<file path="src/rtl/iter_div_16bit_pkg.sv">
// ============================================================================
// iter_div_16bit_pkg : shared state encoding and default width for the divider
// Revision 1.0
// ============================================================================
`default_nettype none

package iter_div_16bit_pkg;

  localparam int DIV_WIDTH = 16;

  typedef enum logic [1:0] {
    S_IDLE = 2'd0,
    S_CALC = 2'd1,
    S_FIN  = 2'd2
  } div_state_e;

endpackage

`default_nettype wire

</file>
<file path="src/rtl/iter_div_16bit_trial_sub.sv">
// ============================================================================
// iter_div_16bit_trial_sub : a - b via a + ~b + 1 over 4-bit CLA slices
// Revision 1.0
// ============================================================================
`default_nettype none

module iter_div_16bit_trial_sub #(
  parameter int W = 17
) (
  input  logic [W-1:0] a_i,
  input  logic [W-1:0] b_i,
  output logic [W-1:0] diff_o,
  output logic         no_borrow_o
);

  localparam int NS = (W + 3) / 4;
  localparam int EW = NS * 4;

  // Zero-extension to a whole slice keeps the carry out equal to (a >= b).
  logic [EW-1:0] w_a;
  logic [EW-1:0] w_b;
  logic [NS:0]   w_carry;

  assign w_a        = EW'(a_i);
  assign w_b        = ~EW'(b_i);
  assign w_carry[0] = 1'b1;
  assign no_borrow_o = w_carry[NS];

  for (genvar s = 0; s < NS; s++) begin : g_slice
    logic [3:0] w_p;
    logic [3:0] w_g;
    logic [4:0] w_c;

    assign w_p    = w_a[4*s +: 4] ^ w_b[4*s +: 4];
    assign w_g    = w_a[4*s +: 4] & w_b[4*s +: 4];
    assign w_c[0] = w_carry[s];
    assign w_c[1] = w_g[0] | (w_p[0] & w_c[0]);
    assign w_c[2] = w_g[1] | (w_p[1] & w_g[0]) | (w_p[1] & w_p[0] & w_c[0]);
    assign w_c[3] = w_g[2] | (w_p[2] & w_g[1]) | (w_p[2] & w_p[1] & w_g[0])
                  | (w_p[2] & w_p[1] & w_p[0] & w_c[0]);
    assign w_c[4] = w_g[3] | (w_p[3] & w_g[2]) | (w_p[3] & w_p[2] & w_g[1])
                  | (w_p[3] & w_p[2] & w_p[1] & w_g[0])
                  | (w_p[3] & w_p[2] & w_p[1] & w_p[0] & w_c[0]);
    assign w_carry[s+1] = w_c[4];

    for (genvar j = 0; j < 4; j++) begin : g_bit
      if (4*s + j < W) begin : g_sum
        assign diff_o[4*s + j] = w_p[j] ^ w_c[j];
      end
    end
  end

endmodule

`default_nettype wire

</file>
<file path="src/rtl/iter_div_16bit.sv">
// ============================================================================
// iter_div_16bit : multi-cycle unsigned restoring divider (quotient/remainder)
// Revision 1.0
// ============================================================================
`default_nettype none

module iter_div_16bit
  import iter_div_16bit_pkg::*;
#(
  parameter int WIDTH = DIV_WIDTH
) (
  input  logic             clk,
  input  logic             rst,
  input  logic             start,
  input  logic [WIDTH-1:0] dividend,
  input  logic [WIDTH-1:0] divisor,
  output logic             busy,
  output logic             done,
  output logic [WIDTH-1:0] quotient,
  output logic [WIDTH-1:0] remainder,
  output logic             div_by_zero
);

  localparam int CW = $clog2(WIDTH);

  div_state_e       state_q, state_d;
  logic [CW-1:0]    cnt_q, cnt_d;
  logic [WIDTH:0]   rem_q, rem_d;
  logic [WIDTH-1:0] q_q, q_d;
  logic [WIDTH-1:0] dvsr_q, dvsr_d;
  logic             zpend_q, zpend_d;
  logic             busy_q, busy_d;
  logic             done_q, done_d;
  logic [WIDTH-1:0] quot_q, quot_d;
  logic [WIDTH-1:0] remo_q, remo_d;
  logic             dbz_q, dbz_d;

  logic [WIDTH:0]   w_shift;
  logic [WIDTH:0]   w_diff;
  logic             w_no_borrow;

  // rem is always below the divisor, so its top bit drops out of the shift.
  assign w_shift = (WIDTH+1)'({rem_q, q_q[WIDTH-1]});

  iter_div_16bit_trial_sub #(
    .W (WIDTH + 1)
  ) u_trial_sub (
    .a_i         (w_shift),
    .b_i         ({1'b0, dvsr_q}),
    .diff_o      (w_diff),
    .no_borrow_o (w_no_borrow)
  );

  always_comb begin
    state_d = state_q;
    cnt_d   = cnt_q;
    rem_d   = rem_q;
    q_d     = q_q;
    dvsr_d  = dvsr_q;
    zpend_d = zpend_q;
    done_d  = 1'b0;
    quot_d  = quot_q;
    remo_d  = remo_q;
    dbz_d   = dbz_q;
    case (state_q)
      S_IDLE: begin
        if (start && !done_q) begin
          dbz_d  = 1'b0;
          dvsr_d = divisor;
          if (divisor != '0) begin
            rem_d   = '0;
            q_d     = dividend;
            cnt_d   = CW'(WIDTH - 1);
            zpend_d = 1'b0;
            state_d = S_CALC;
          end else begin
            rem_d   = {1'b0, dividend};
            q_d     = '1;
            zpend_d = 1'b1;
            state_d = S_FIN;
          end
        end
      end
      S_CALC: begin
        rem_d = w_no_borrow ? w_diff : w_shift;
        q_d   = {q_q[WIDTH-2:0], w_no_borrow};
        if (cnt_q == '0) begin
          state_d = S_FIN;
        end else begin
          cnt_d = cnt_q - CW'(1);
        end
      end
      S_FIN: begin
        quot_d  = q_q;
        remo_d  = rem_q[WIDTH-1:0];
        dbz_d   = zpend_q;
        done_d  = 1'b1;
        state_d = S_IDLE;
      end
      default: state_d = S_IDLE;
    endcase
    busy_d = (state_d != S_IDLE);
  end

  always_ff @(posedge clk) begin
    if (rst) begin
      state_q <= S_IDLE;
      cnt_q   <= '0;
      rem_q   <= '0;
      q_q     <= '0;
      dvsr_q  <= '0;
      zpend_q <= 1'b0;
      busy_q  <= 1'b0;
      done_q  <= 1'b0;
      quot_q  <= '0;
      remo_q  <= '0;
      dbz_q   <= 1'b0;
    end else begin
      state_q <= state_d;
      cnt_q   <= cnt_d;
      rem_q   <= rem_d;
      q_q     <= q_d;
      dvsr_q  <= dvsr_d;
      zpend_q <= zpend_d;
      busy_q  <= busy_d;
      done_q  <= done_d;
      quot_q  <= quot_d;
      remo_q  <= remo_d;
      dbz_q   <= dbz_d;
    end
  end

  assign busy        = busy_q;
  assign done        = done_q;
  assign quotient    = quot_q;
  assign remainder   = remo_q;
  assign div_by_zero = dbz_q;

endmodule

`default_nettype wire

</file>
<file path="config.mk">
export PLATFORM = sky130hd
export DESIGN_NAME = iter_div_16bit
export DESIGN_NICKNAME = d
export VERILOG_FILES = /design/src/rtl/iter_div_16bit_pkg.sv /design/src/rtl/iter_div_16bit_trial_sub.sv /design/src/rtl/iter_div_16bit.sv
export SDC_FILE = /design/constraint.sdc
export NUM_CORES = 1
export LEC_CHECK = 0
export CAP_MARGIN = 20
export CORE_MARGIN = 4
export CORE_UTILIZATION = 58
export DETAILED_ROUTE_END_ITERATION = 16
export GPL_TIMING_DRIVEN = 1
export PLACE_DENSITY = 0.85
export RECOVER_POWER = 100
export SYNTH_ARGS = -nofsm -noshare
export SYNTH_HDL_FRONTEND = slang
export SYNTH_SLANG_ARGS = --single-unit
</file>
<file path="constraint.sdc">
create_clock -name clk -period 5.47 [get_ports clk]
set_input_delay 1.641 -clock clk [delete_from_list [all_inputs] [get_ports clk]]
set_output_delay 1.641 -clock clk [all_outputs]
set_load 0.01 [all_outputs]
</file>
==> out/qor.yml <==
synth-main-ff-cell: "dfxtp_1"
rsz0062_at_grt: "false"
drv_cap: 1
clock_skew_ns: 0.01317
cts_root_buffer: "clkbuf_8"
clkLatencyLatePin_ns: 0.37
status: "complete, but fails checks"
max_slew_margin_pct: -70.04
grt.total_usage_pct: 26.31
area.sequential_um2: 1802
grt_pass1_wl_um: 18530
hold_buffers: 0
clock.fmax_mhz: 256.9
layout_common_cells: "nand2_1 (120), dfxtp_1 (90), a21oi_1 (77)"
die_h_um: 94.80
cts.sinks: 90
cts_setup_buffers: 0
fin_crit_ns: 3.892
yosysWarnings: 0
worstMarginPinSlew_ns: 2.551
yosys.cell_types.count: 52
netlist_area_um2: 4369
synthCells: 540
final_core_util_pct: 72.34
finalCritPeriodShare_pct: 71.15
numCtsBuffers: 9
routed_wl_um: 11420
worst_path_max_delay_cell: "clkbuf_1"
synth_edf_count: 0
p_clk_share_pct: 26.9
num_io_pins: 70
tritoncts: "built"
hold_viol_final: 0
p_int_mw: 1.149
drt_pass1_iterations: 5
power_frac_seq_pct: 43.0
fin_total_pwr_mw: 1.773
post_dp_cell_area_um2: 5082
drv_slew: 61
drive_gt1_share_pct: 6.387
irDropWorstVdd_mv: 0.2186
powerDensity_nw_per_um2: 336.1
grt_max_degree: 61
cpPeakStageDelay_ns: 1.77
avgSynthCellArea_um2: 8.091
crit_family: "buffers and inverters"
vias_per_cell: 5.922
syn_nets: 596
initial_utilization_pct: 59.92
p_sw_mw: 0.6241
clkSlewWorstSetupHoldPaths_ns: 0.09
die_area_um2: 8986
setup_violations: 0
nFillCells: 610
final_cell_area_um2: 5275
swShare_pct: 35.20
cp-end-kind: "flip-flop"
clockBufferDepth: 2
async_flop_share_pct: 0
path_cells: "clkbuf_1 -> buf_4 -> a221oi_1"
drt_iter0_drc: 248
core_region_area_um2: 7292
grt.overflow.total: 0
crit_fanout: 60
port_buffers: 69
multi_input_area_um2: 2302
crit_type: "in -> reg"
area_growth_syn_to_layout_pct: 20.73
grt_pass1_vias: 3848
layout_commonest_cell: "nand2_1"
h-tree-depth: 3
cts_resized: 0
drc: 0
crit_arrival_ns: 4.13
yosysSeqAreaShare_pct: 41.24
layout.cells.non_filler: 694
hold_class: "reg -> reg"
avgRoutedWirePerCell_um: 16.45
cellLeakagePower_nw: 2.012
dp_cells: 678
antenna_found_initial: 0
setup_tns_ns: 0
nets: 646
place_congestion: 0.9148
die_x_um: 94.80
start_kind: "primary input"
violations: "max-capacitance violations, max-slew violations"
place_hpwl_um: 8310
pwr-share-comb_pct: 30.0
ys_ff_latch: 90
vias: 4110
diodes: 0
fp-row-count: 31
cp.required_ns: 5.71
postRouteAntennaNets: 0
cp_num_buf_inv: 2
[logic make-up (layout without fill, tap and decap cells)]
logic type | after synthesis | count (layout) | share of synthesized area (%)
and+or+nand+nor | 201 | 201 | 20.70
AOI/OAI and AO/OA | 151 | 151 | 22.91
DFF | 90 | 90 | 41.24
buffers and inverters | 64 | 119 | 5.956
adders and majority gates | 21 | 21 | 6.529
xor gates and xnor gates | 11 | 11 | 2.205
muxes | 2 | 2 | 0.4582
[cell type report]
cell class | instances | share of cell area (%)
Multi-Input combinational cell | 386 | 43.64
Timing Repair Buffer | 77 | 14.11
Sequential cell | 90 | 34.16
Clock inverter | 7 | 1.542
Clock buffer | 9 | 2.348
Tap cell | 99 | 2.348
Inverter | 26 | 1.850
[registers in the layout, indices dropped and copies added, names as in the netlist]
| register | flops |
|---|---|
| div_by_zero | 1 |
| state_q | 2 |
| remainder | 16 |
| dvsr_q | 16 |
| cnt_q | 4 |
| busy | 1 |
| q_q | 16 |
| zpend_q | 1 |
| quotient | 16 |
| done | 1 |
| rem_q | 16 |
[per-stage QoR]
stage	hold slack, ns	setup slack (ns)
floorplan	0.4323	2.458
detailed placement	0.4470	1.459
global route	0.4757	1.353
finish	0.4543	1.578
CTS	0.4590	1.823
global placement	0.4421	1.501
[cell usage after synthesis, types with 2 or more instances]
library cell | n | area share (%)
nand3_1 | 14 | 1.6
a211oi_2 | 3 | 0.86
and3_1 | 7 | 1.0
a31oi_1 | 3 | 0.43
nand2b_1 | 7 | 1.0
inv_1 | 26 | 2.2
o21bai_1 | 2 | 0.34
o2bb2ai_1 | 2 | 0.40
ha_1 | 18 | 5.2
mux2i_1 | 2 | 0.46
o21ai_0 | 9 | 1.0
a211oi_1 | 12 | 2.1
a32oi_1 | 3 | 0.60
nor2b_1 | 5 | 0.72
xnor2_1 | 6 | 1.2
o221ai_1 | 15 | 3.0
clkbuf_1 | 33 | 2.8
nor2_1 | 25 | 2.1
nand4_1 | 2 | 0.29
nor3b_1 | 3 | 0.52
xor2_1 | 5 | 1.0
a31o_2 | 2 | 0.40
fa_1 | 3 | 1.4
nor3_1 | 6 | 0.69
a311oi_1 | 2 | 0.40
dfxtp_1 | 90 | 41
or3_1 | 2 | 0.29
nand2_1 | 120 | 10
nor4_1 | 4 | 0.57
a221oi_1 | 9 | 1.8
a21oi_1 | 77 | 8.8
buf_6 | 2 | 0.52
o21ai_1 | 2 | 0.23
[tightest hold or removal path: stages (launching register included)]
cell     delay (ns)
dfxtp_1        0.32
nand2_1        0.05
a21oi_1        0.05
[power groups by stage]
stage	logic [mW]	clock network, mW	registers, mW
global route	0.592	0.511	0.769
global placement	0.516	0	0.774
detailed placement	0.529	0	0.776
CTS	0.532	0.482	0.761
floorplan	0.429	0	0.755
finish	0.533	0.477	0.763
[path summary, 6_finish.rpt]
kind                                   start      endpoint  slack (ns)  cells after the start
worst max-delay path                     rst      rem_q[3]        1.58                      3
worst min-delay path            remainder[7]  remainder[7]        0.45                      2
worst max register to register       q_q[15]     rem_q[13]        2.49                     11
worst min register to register  remainder[7]  remainder[7]        0.45                      2
[metal layers]
layer | up-vias | GRT usage, % | routed length (µm)
met3 | 36 | 5.657 | 766
met5 | - | 0 | 0
met4 | 0 | 14.18 | 474
li1 | 1999 | - | -
met2 | 146 | 42.40 | 5441
met1 | 1929 | 32.77 | 4733
Note: power is estimated with default switching activity, not from simulation.
